### src/rtl/enc_pkg.sv
// Shared types and constants for the PmodENC rotary encoder front end:
// quadrature FSM states, Gray codes of the A/B pair and step directions.
package enc_pkg;

    typedef enum logic [2:0] {
        ST_IDLE,
        ST_CW1,
        ST_CW2,
        ST_CW3,
        ST_CCW1,
        ST_CCW2,
        ST_CCW3,
        ST_IDLE_WAIT
    } quad_state_t;

    localparam logic [1:0] REST    = 2'b11;
    localparam logic [1:0] PH1_CW  = 2'b01;
    localparam logic [1:0] PH_MID  = 2'b00;
    localparam logic [1:0] PH1_CCW = 2'b10;

    localparam logic DIR_CW  = 1'b1;
    localparam logic DIR_CCW = 1'b0;

    // A/B code that each state stands for; a two-bit difference from it is illegal
    function automatic logic [1:0] state_code(quad_state_t s);
        case (s)
            ST_IDLE:          return REST;
            ST_CW1, ST_CCW3:  return PH1_CW;
            ST_CW3, ST_CCW1:  return PH1_CCW;
            default:          return PH_MID;
        endcase
    endfunction

    function automatic quad_state_t fresh_state(logic [1:0] code);
        case (code)
            REST:    return ST_IDLE;
            PH1_CW:  return ST_CW1;
            PH1_CCW: return ST_CCW1;
            default: return ST_IDLE_WAIT;
        endcase
    endfunction

endpackage

### src/rtl/rotary_enc_decoder_if.sv
// Pin and result bundle between the encoder header and the decoder.
// The velocity signal exists only when ENC_VELOCITY_EN is defined.
interface rotary_enc_decoder_if #(
    parameter int POS_W = 16
);
    logic                    encA;
    logic                    encB;
    logic                    encBTN;
    logic                    encSWT;
    logic                    pos_clear;
    logic signed [POS_W-1:0] position;
    logic                    step_pulse;
    logic                    step_dir;
    logic                    btn_level;
    logic                    swt_level;
    logic                    btn_pulse;
    logic                    quad_err;
`ifdef ENC_VELOCITY_EN
    logic signed [POS_W-1:0] velocity;
`endif

    modport master (
        output encA, encB, encBTN, encSWT, pos_clear,
        input  position, step_pulse, step_dir, btn_level, swt_level, btn_pulse, quad_err
`ifdef ENC_VELOCITY_EN
        , input velocity
`endif
    );

    modport slave (
        input  encA, encB, encBTN, encSWT, pos_clear,
        output position, step_pulse, step_dir, btn_level, swt_level, btn_pulse, quad_err
`ifdef ENC_VELOCITY_EN
        , output velocity
`endif
    );

endinterface

### src/rtl/enc_debounce.sv
// Two-flop synchronizer followed by a stability counter; the output level
// only follows the input after DEBOUNCE_CYCLES consecutive differing samples.
module enc_debounce #(
    parameter int DEBOUNCE_CYCLES = 5000,
    parameter bit RESET_LEVEL     = 1'b0
) (
    input  logic clk,
    input  logic reset,
    input  logic raw,
    output logic level
);
    localparam int CNT_W = $clog2(DEBOUNCE_CYCLES);

    logic             sync1;
    logic             sync2;
    logic             level_q;
    logic [CNT_W-1:0] cnt;

    always_ff @(posedge clk) begin
        if (reset) begin
            sync1   <= RESET_LEVEL;
            sync2   <= RESET_LEVEL;
            level_q <= RESET_LEVEL;
            cnt     <= '0;
        end else begin
            sync1 <= raw;
            sync2 <= sync1;
            if (sync2 != level_q) begin
                if (cnt == CNT_W'(DEBOUNCE_CYCLES - 1)) begin
                    level_q <= sync2;
                    cnt     <= '0;
                end else begin
                    cnt <= cnt + CNT_W'(1);
                end
            end else begin
                cnt <= '0;
            end
        end
    end

    assign level = level_q;

endmodule

### src/rtl/rotary_enc_decoder.sv
// PmodENC front end: debounced pins, quadrature FSM, position counter and
// button edge pulse. ENC_VELOCITY_EN adds the windowed velocity measurement.
module rotary_enc_decoder
    import enc_pkg::*;
#(
    parameter int DEBOUNCE_CYCLES = 5000,
    parameter int POS_W           = 16
`ifdef ENC_VELOCITY_EN
    , parameter int VEL_WINDOW    = 10_000_000
`endif
) (
    input  logic                 clk,
    input  logic                 reset,
    rotary_enc_decoder_if.slave  bus
);
    logic deb_a, deb_b, deb_btn, deb_swt;

    enc_debounce #(.DEBOUNCE_CYCLES(DEBOUNCE_CYCLES), .RESET_LEVEL(1'b1)) u_deb_a (
        .clk(clk), .reset(reset), .raw(bus.encA), .level(deb_a));
    enc_debounce #(.DEBOUNCE_CYCLES(DEBOUNCE_CYCLES), .RESET_LEVEL(1'b1)) u_deb_b (
        .clk(clk), .reset(reset), .raw(bus.encB), .level(deb_b));
    enc_debounce #(.DEBOUNCE_CYCLES(DEBOUNCE_CYCLES), .RESET_LEVEL(1'b0)) u_deb_btn (
        .clk(clk), .reset(reset), .raw(bus.encBTN), .level(deb_btn));
    enc_debounce #(.DEBOUNCE_CYCLES(DEBOUNCE_CYCLES), .RESET_LEVEL(1'b0)) u_deb_swt (
        .clk(clk), .reset(reset), .raw(bus.encSWT), .level(deb_swt));

    quad_state_t             state, state_next;
    logic [1:0]              ab;
    logic                    step_cw, step_ccw, err;
    logic signed [POS_W-1:0] pos_q;
    logic                    step_pulse_q, step_dir_q, btn_prev, btn_pulse_q, quad_err_q;

    assign ab = {deb_a, deb_b};

    always_ff @(posedge clk) begin
        if (reset) state <= ST_IDLE;
        else       state <= state_next;
    end

    // Single-bit moves walk the path either way; only CW3/CCW3 -> rest counts a detent
    always_comb begin
        state_next = state;
        step_cw    = 1'b0;
        step_ccw   = 1'b0;
        err        = 1'b0;
        if (state != ST_IDLE_WAIT && (ab ^ state_code(state)) == 2'b11) begin
            err        = 1'b1;
            state_next = fresh_state(ab);
        end else begin
            case (state)
                ST_IDLE: begin
                    if (ab == PH1_CW)       state_next = ST_CW1;
                    else if (ab == PH1_CCW) state_next = ST_CCW1;
                end
                ST_CW1: begin
                    if (ab == PH_MID)       state_next = ST_CW2;
                    else if (ab == REST)    state_next = ST_IDLE;
                end
                ST_CW2: begin
                    if (ab == PH1_CCW)      state_next = ST_CW3;
                    else if (ab == PH1_CW)  state_next = ST_CW1;
                end
                ST_CW3: begin
                    if (ab == REST) begin
                        state_next = ST_IDLE;
                        step_cw    = 1'b1;
                    end else if (ab == PH_MID) begin
                        state_next = ST_CW2;
                    end
                end
                ST_CCW1: begin
                    if (ab == PH_MID)       state_next = ST_CCW2;
                    else if (ab == REST)    state_next = ST_IDLE;
                end
                ST_CCW2: begin
                    if (ab == PH1_CW)       state_next = ST_CCW3;
                    else if (ab == PH1_CCW) state_next = ST_CCW1;
                end
                ST_CCW3: begin
                    if (ab == REST) begin
                        state_next = ST_IDLE;
                        step_ccw   = 1'b1;
                    end else if (ab == PH_MID) begin
                        state_next = ST_CCW2;
                    end
                end
                default: begin
                    if (ab != PH_MID) state_next = fresh_state(ab);
                end
            endcase
        end
    end

    // Clear overrides the count, but the step pulse and direction still report the step
    always_ff @(posedge clk) begin
        if (reset) begin
            pos_q        <= '0;
            step_pulse_q <= 1'b0;
            step_dir_q   <= DIR_CCW;
            btn_prev     <= 1'b0;
            btn_pulse_q  <= 1'b0;
            quad_err_q   <= 1'b0;
        end else begin
            if (bus.pos_clear)  pos_q <= '0;
            else if (step_cw)   pos_q <= pos_q + POS_W'(1);
            else if (step_ccw)  pos_q <= pos_q - POS_W'(1);
            step_pulse_q <= step_cw | step_ccw;
            if (step_cw | step_ccw) step_dir_q <= step_cw ? DIR_CW : DIR_CCW;
            btn_prev    <= deb_btn;
            btn_pulse_q <= deb_btn & ~btn_prev;
            quad_err_q  <= err;
        end
    end

    assign bus.position   = pos_q;
    assign bus.step_pulse = step_pulse_q;
    assign bus.step_dir   = step_dir_q;
    assign bus.btn_level  = deb_btn;
    assign bus.swt_level  = deb_swt;
    assign bus.btn_pulse  = btn_pulse_q;
    assign bus.quad_err   = quad_err_q;

`ifdef ENC_VELOCITY_EN
    localparam int WIN_W = (VEL_WINDOW > 1) ? $clog2(VEL_WINDOW) : 1;
    localparam logic signed [POS_W-1:0] VEL_MAX = {1'b0, {(POS_W-1){1'b1}}};

    logic [WIN_W-1:0]        win_cnt;
    logic signed [POS_W-1:0] acc, acc_next, vel_q;

    always_comb begin
        acc_next = acc;
        if (step_cw && acc != VEL_MAX)        acc_next = acc + POS_W'(1);
        else if (step_ccw && acc != -VEL_MAX) acc_next = acc - POS_W'(1);
    end

    // A step on the last window cycle is folded into the value being latched
    always_ff @(posedge clk) begin
        if (reset) begin
            win_cnt <= '0;
            acc     <= '0;
            vel_q   <= '0;
        end else if (win_cnt == WIN_W'(VEL_WINDOW - 1)) begin
            win_cnt <= '0;
            acc     <= '0;
            vel_q   <= acc_next;
        end else begin
            win_cnt <= win_cnt + WIN_W'(1);
            acc     <= acc_next;
        end
    end

    assign bus.velocity = vel_q;
`endif

endmodule

### src/flat_wrapper.sv
// flat-port wrapper written by rule: the top's interface ports become plain ports
module rotary_enc_decoder_flat import enc_pkg::*;
#(
    parameter int DEBOUNCE_CYCLES = 5000,
    parameter int POS_W           = 16

)
  (clk, reset, bus_encA, bus_encB, bus_encBTN, bus_encSWT, bus_pos_clear, bus_position, bus_step_pulse, bus_step_dir, bus_btn_level, bus_swt_level, bus_btn_pulse, bus_quad_err);
  rotary_enc_decoder_if #(.POS_W(POS_W)) bus_i ();
  input  logic clk;
  input  logic reset;
  input wire logic [$bits(bus_i.encA)-1:0] bus_encA;
  input wire logic [$bits(bus_i.encB)-1:0] bus_encB;
  input wire logic [$bits(bus_i.encBTN)-1:0] bus_encBTN;
  input wire logic [$bits(bus_i.encSWT)-1:0] bus_encSWT;
  input wire logic [$bits(bus_i.pos_clear)-1:0] bus_pos_clear;
  output wire logic [$bits(bus_i.position)-1:0] bus_position;
  output wire logic [$bits(bus_i.step_pulse)-1:0] bus_step_pulse;
  output wire logic [$bits(bus_i.step_dir)-1:0] bus_step_dir;
  output wire logic [$bits(bus_i.btn_level)-1:0] bus_btn_level;
  output wire logic [$bits(bus_i.swt_level)-1:0] bus_swt_level;
  output wire logic [$bits(bus_i.btn_pulse)-1:0] bus_btn_pulse;
  output wire logic [$bits(bus_i.quad_err)-1:0] bus_quad_err;
  assign bus_i.encA = bus_encA;
  assign bus_i.encB = bus_encB;
  assign bus_i.encBTN = bus_encBTN;
  assign bus_i.encSWT = bus_encSWT;
  assign bus_i.pos_clear = bus_pos_clear;
  assign bus_position = bus_i.position;
  assign bus_step_pulse = bus_i.step_pulse;
  assign bus_step_dir = bus_i.step_dir;
  assign bus_btn_level = bus_i.btn_level;
  assign bus_swt_level = bus_i.swt_level;
  assign bus_btn_pulse = bus_i.btn_pulse;
  assign bus_quad_err = bus_i.quad_err;
  rotary_enc_decoder #(.DEBOUNCE_CYCLES(DEBOUNCE_CYCLES), .POS_W(POS_W)) u_core (.clk(clk), .reset(reset), .bus(bus_i));
endmodule
### config.mk
export PLATFORM = sky130hd
export DESIGN_NAME = rotary_enc_decoder_flat
export DESIGN_NICKNAME = d
export VERILOG_FILES = /design/src/rtl/enc_pkg.sv /design/src/rtl/rotary_enc_decoder_if.sv /design/src/rtl/enc_debounce.sv /design/src/rtl/rotary_enc_decoder.sv /design/src/flat_wrapper.sv
export SDC_FILE = /design/constraint.sdc
export NUM_CORES = 1
export LEC_CHECK = 0
export ABC_AREA = 1
export CAP_MARGIN = 20
export CORE_ASPECT_RATIO = 0.75
export CORE_MARGIN = 5
export CORE_UTILIZATION = 50
export DETAILED_ROUTE_END_ITERATION = 16
export PLACE_DENSITY = 0.77
export SLEW_MARGIN = 20
export SYNTH_ARGS = -nofsm -noshare
export SYNTH_HDL_FRONTEND = slang
export SYNTH_SLANG_ARGS = --single-unit
### constraint.sdc
create_clock -name clk -period 3.26 [get_ports clk]
set_clock_uncertainty 0.2 [all_clocks]
set_input_delay 0.652 -clock clk [delete_from_list [all_inputs] [get_ports clk]]
set_output_delay 0.652 -clock clk [all_outputs]
set_load 0.01 [all_outputs]
==> results_dict.tcl, run 1 <==
set metrics [dict create \
    firstDrtPassIters 7 \
    whs_ns 0.2041 \
    clk_pin_slew_ns 0.06 \
    dr.first_iter.drc_count 329 \
    clock_path_buffers 2 \
    worstPathArrival_ns 3.07 \
    die_h_um 93.94 \
    cts_buffers 9 \
    gp_congestion 0.8906 \
    slew-limit-headroom 0.3510 \
    fin_nets 747 \
    final.setup.tns_ns 0 \
    wl_per_cell_um 11.92 \
    dp_hpwl_um 7612 \
    postSynthAreaPerCell_um2 6.857 \
    ys_ff_latch 88 \
    slowest_delay_ns 0.37 \
    track_usage 0.1855 \
    core_area_um2 9121 \
    syn_area_um2 4697 \
    seq_area_frac_synth 0.3751 \
    critical_path_class "reg2reg" \
    dieArea_um2 11450 \
    ys_types 36 \
    h-tree-depth 3 \
    antenna_left 0 \
    start_util 0.5150 \
    setup_viol 0 \
    rows 30 \
    insertedDiodeCount 0 \
    min_path_type "reg2reg" \
    status "completed" \
    worst_slew_pin_slew_ns 0.9692 \
    die_w_um 121.9 \
    vias_per_cell 5.115 \
    finalCritPeriodShare 0.9326 \
    report.final.slew_viol_count 0 \
    ir_worst_vdd_v 0.0002305 \
    grt_pass1_wl_um 17480 \
    crit_fanout 12 \
    synthCells 685 \
    antenna_found_initial 0 \
    layout_min_cycle_time_ns 3.040 \
    clk-insertion-delay-late_ns 0.33 \
    worst_ep_required_time_ns 3.29 \
    p_leak_nw 2.359 \
    power_density_nw_per_um2 395.3 \
    grt.overflow.total 0 \
    dp_cells 834 \
    synth_nets 713 \
    critPathSlowestCell "dfxtp_1" \
    layout-drive-gt1-share 0.06215 \
    grt_max_degree 21 \
    clock-sinks 88 \
    wirelength_um 10160 \
    syn_to_final_growth_pct 15.61 \
    vias 4358 \
    cp.buffers_inverters 4 \
    root_buffer "clkbuf_16" \
    hold_violations 0 \
    mostFrequentLayoutCells "nand2_1 (147), inv_1 (96), dfxtp_1 (88)" \
    critical_path.top_delay_family "simple AND/OR/NAND/NOR gates" \
    yosys_warnings 0 \
    drcViolationCount 0 \
    max_freq_mhz 328.9 \
    pin_count 29 \
    final_common_cell "nand2_1" \
    critPathLaunchType "flop" \
    path_common_cell "a21oi_1" \
    grt_pass1_vias 4146 \
    io_buffer_count 28 \
    cp-end-kind "flop" \
    finalNonFillerCells 852 \
    utilization 0.5953 \
    path_cells "inv_2 -> nand3_2 -> nor2_1 -> clkinvlp_4 -> buf_4 -> buf_4 -> ha_1 -> a21oi_1 -> nand2_1 -> a21oi_1 -> nand3_1 -> a21oi_1 -> nor2_1" \
    cts_tree "done" \
    maxCapViolCount 0 \
]
==> cell families after synthesis <==
family          after synthesis  share of synthesized area
buf+inv                     112                    0.09430
flops                        88                     0.3751
fa+ha+maj                    21                    0.05754
simple gates                350                     0.3287
xor+xnor                     17                    0.03170
compound gates               97                     0.1127
==> state kept, by name (all words and copies together) (netlist names), 3 cells and up <==
name / cells
u_core.state: 3
u_core.u_deb_btn.cnt: 13
u_core.u_deb_swt.cnt: 13
u_core.bus.position: 16
u_core.u_deb_a.cnt: 13
u_core.u_deb_b.cnt: 13
==> area by class of cell <==
class,count,area (um^2)
flip-flops and latches,88,1762
clock inverters,4,53.80
inverters,100,379.1
clock buffers,12,246.5
multi-input cells,485,2496
well taps,128,160.2
repair buffers,35,332.8
fillers,856,3691
==> worst register-to-register path, cell delays in order (launching register included) <==
cell and delay (ns):
dfxtp_1 0.37, inv_2 0.15, nand3_2 0.14, nor2_1 0.37, clkinvlp_4 0.15, buf_4 0.20, buf_4 0.17, ha_1 0.33
a21oi_1 0.19, nand2_1 0.10, a21oi_1 0.19, nand3_1 0.14, a21oi_1 0.17, nor2_1 0.06
==> power breakdown <==
group	internal, mW	switching (mW)
registers	1.08	0.00310
logic	0.0146	0.0197
clock network	0.616	0.412
total	1.71	0.434
==> cell usage after synthesis, drive strengths merged <==
cell type	count	area share
nand2	152	0.12
inv	100	0.080
dfxtp	88	0.38
nor2	88	0.072
nand3	54	0.060
a21oi	47	0.050
o21ai	33	0.035
nor3	27	0.030
ha	20	0.053
xor2	11	0.021
or2	9	0.012
buf	8	0.011
nand4	7	0.0093
nor3b	7	0.013
o21a	7	0.011
xnor2	6	0.011
clkbuf	4	0.0035
o211ai	4	0.0064
o21bai	4	0.0064
nand3b	2	0.0032
nor4	2	0.0027
a31oi	1	0.0013
and2	1	0.0013
and3	1	0.0013
fa	1	0.0043
o211a	1	0.0021
==> final timing paths <==
check                               startpoint                                    to  slack, ns  cells past startpoint
max               u_core.state[2]$_SDFFE_PP0P_  u_core.bus.position[15]$_SDFFE_PP0P_       0.22                     13
min reg2reg  u_core.u_deb_btn.sync1$_SDFF_PP0_     u_core.u_deb_btn.sync2$_SDFF_PP0_       0.20                      2
min          u_core.u_deb_btn.sync1$_SDFF_PP0_     u_core.u_deb_btn.sync2$_SDFF_PP0_       0.20                      2
max reg2reg       u_core.state[2]$_SDFFE_PP0P_  u_core.bus.position[15]$_SDFFE_PP0P_       0.22                     13
==> metal layers <==
metal / routed length, um / part of all wire / global-route usage / vias to the layer above
met5: 0 / 0 / 0 / -
met4: 142 / 0.014 / 0.07090 / 0
met3: 447 / 0.044 / 0.04395 / 17
met2: 4830 / 0.48 / 0.3148 / 93
met1: 4737 / 0.47 / 0.2281 / 1975
li1: - / - / - / 2273
==> metrics by stage <==
| step | power (mW) | worst slack (ns) | cell area (um^2) |
|---|---|---|---|
| 2_1_floorplan | 1.127 | 0.6857 | 4697 |
| 3_3_place_gp | 1.141 | 0.4178 | 5111 |
| 3_5_place_dp | 1.143 | 0.2916 | 5111 |
| 4_1_cts | 2.182 | 0.2785 | 5411 |
| 5_1_grt | 2.223 | -0.004757 | 5430 |
| 6_report | 2.147 | 0.2197 | 5430 |
==> what timing repair did <==
item | 4_1_cts | 5_1_grt
endpoints found under the setup margin | 0 | 3
resized for setup | 0 | 1
hold buffers | 0 | 0
buffers inserted | 0 | 2
No activity file was read; power rests on OpenSTA's default activity.
==> run 2: changes to the inputs <==
- SLEW_MARGIN: 20 -> unset
- clock period: 3.26 -> 2.89 ns (I/O delays scaled with it)
==> results_dict.tcl, run 2 (synthesis gave the netlist of run 1 again) <==
set metrics [dict create \
    status "completed" \
    layout-drive-gt1-share 0.07514 \
    final_common_cell "nand2_1" \
    layout_min_cycle_time_ns 2.699 \
    worst_slew_pin_slew_ns 0.9773 \
    max_freq_mhz 370.6 \
    dieArea_um2 11450 \
    path_cells "inv_2 -> nand3_4 -> nor2_4 -> clkinvlp_4 -> buf_4 -> buf_4 -> ha_1 -> nand2_1 -> nand2_1 -> nand2_1 -> nand2_1 -> a21oi_1 -> nand3_1 -> nand3_1 -> nand2_1 -> nor2_1" \
    whs_ns 0.2084 \
    antenna_found_initial 0 \
    clk-insertion-delay-late_ns 0.34 \
    clock-sinks 88 \
    use_met2 0.3084 \
    dp_hpwl_um 7537 \
    grt_pass1_vias 3988 \
    dp_slack_ns 0.06172 \
    grt.overflow.total 0 \
    finalCritPeriodShare 0.9338 \
    io_buffer_count 28 \
    die_w_um 121.9 \
    setup_viol 0 \
    ir_worst_vdd_v 0.0003265 \
    rsz0062_at_grt "false" \
    power_density_nw_per_um2 442.2 \
    worst_ep_required_time_ns 2.96 \
    slew-limit-headroom 0.3456 \
    slowest_delay_ns 0.38 \
    pin_count 29 \
    setup_ws_ns 0.1913 \
    path_common_cell "nand2_1" \
    vias 4362 \
    drcViolationCount 0 \
    critPathLaunchType "flop" \
    grt_util_met3 0.05238 \
    min_path_type "reg2reg" \
    die_h_um 93.94 \
    mostFrequentLayoutCells "nand2_1 (147), inv_1 (96), dfxtp_1 (87)" \
    fillCellCount 813 \
    vias_per_cell 5.072 \
    crit_fanout 6 \
    critPathSlowestCell "dfxtp_1" \
    dr.first_iter.drc_count 374 \
    final.setup.tns_ns 0 \
    track_usage 0.1833 \
    rows 30 \
    busiest_layer "met2" \
    grt_use_met1 0.2315 \
    power_mw 2.434 \
    utilization 0.6034 \
    clock_path_buffers 2 \
    hold_violations 0 \
    wl_per_cell_um 12.14 \
    critical_path_class "reg2reg" \
    cp-end-kind "flop" \
    worstPathArrival_ns 2.76 \
    maxCapViolCount 0 \
    report.final.slew_viol_count 0 \
    p_leak_nw 2.391 \
    grt_pass1_wl_um 17150 \
    grt_max_degree 30 \
    start_util 0.5150 \
    firstDrtPassIters 5 \
    cts_tree "done" \
    antenna_left 0 \
    gp_congestion 0.8991 \
    wirelength_um 10440 \
    core_area_um2 9121 \
    cts_buffers 9 \
    insertedDiodeCount 0 \
    largest_reg_flops 16 \
    root_buffer "clkbuf_16" \
    h-tree-depth 3 \
    syn_to_final_growth_pct 17.18 \
    fin_nets 755 \
    clk_pin_slew_ns 0.06 \
]
-- run 2: changes by cell type in the layout (fill, tap and decap cells not counted), sizes merged --
cell	change
buf	+8
-- run 2: worst paths after layout --
| path | start | end | slack [ns] | cells after the start |
|---|---|---|---|---|
| min | u_core.u_deb_b.sync1$_SDFF_PP1_ | u_core.u_deb_b.sync2$_SDFF_PP1_ | 0.21 | 1 |
| max | u_core.state[2]$_SDFFE_PP0P_ | u_core.bus.position[15]$_SDFFE_PP0P_ | 0.19 | 16 |
| max reg2reg | u_core.state[2]$_SDFFE_PP0P_ | u_core.bus.position[15]$_SDFFE_PP0P_ | 0.19 | 16 |
| min reg2reg | u_core.u_deb_b.sync1$_SDFF_PP1_ | u_core.u_deb_b.sync2$_SDFF_PP1_ | 0.21 | 1 |
-- run 2: final cells by class --
class	count	area, um^2	area share
tap	128	160.2	0.02910
timing repair buffer	43	390.4	0.07093
inverter	100	379.1	0.06888
multi-input combinational	485	2511	0.4562
clock buffer	12	246.5	0.04478
sequential	88	1763	0.3203
clock inverter	4	53.80	0.009775
-- run 2: critical path, delay by kind of cell, from the launching register on --
kind            cells  cell delay, ns
simple gates       10            0.96
flops               1            0.38
compound gates      1            0.17
buf+inv             4            0.56
fa+ha+maj           1            0.36
-- run 2: where the power goes --
part           switching [mW]  total [mW]  internal (mW)
clock network           0.476        1.17          0.696
logic                  0.0219      0.0392         0.0173
registers             0.00348        1.22           1.22
-- run 2: per-stage QoR --
| step | std cells | area [um^2] |
|---|---|---|
| after floorplan | 685 | 4697 |
| after global placement | 836 | 5126 |
| after detailed placement | 836 | 5126 |
| after CTS | 852 | 5426 |
| after global routing | 860 | 5504 |
| final | 860 | 5504 |
-- run 2: timing repair --
item	in CTS	in global routing
resized for setup	0	5
hold buffers	0	0
buffers inserted	0	8
endpoints found under the setup margin	0	11
-- run 2: layer usage --
metal,routed length [um],vias up
met5,0,-
met4,89,0
met3,489,10
met2,4888,95
met1,4973,1969
li1,-,2288
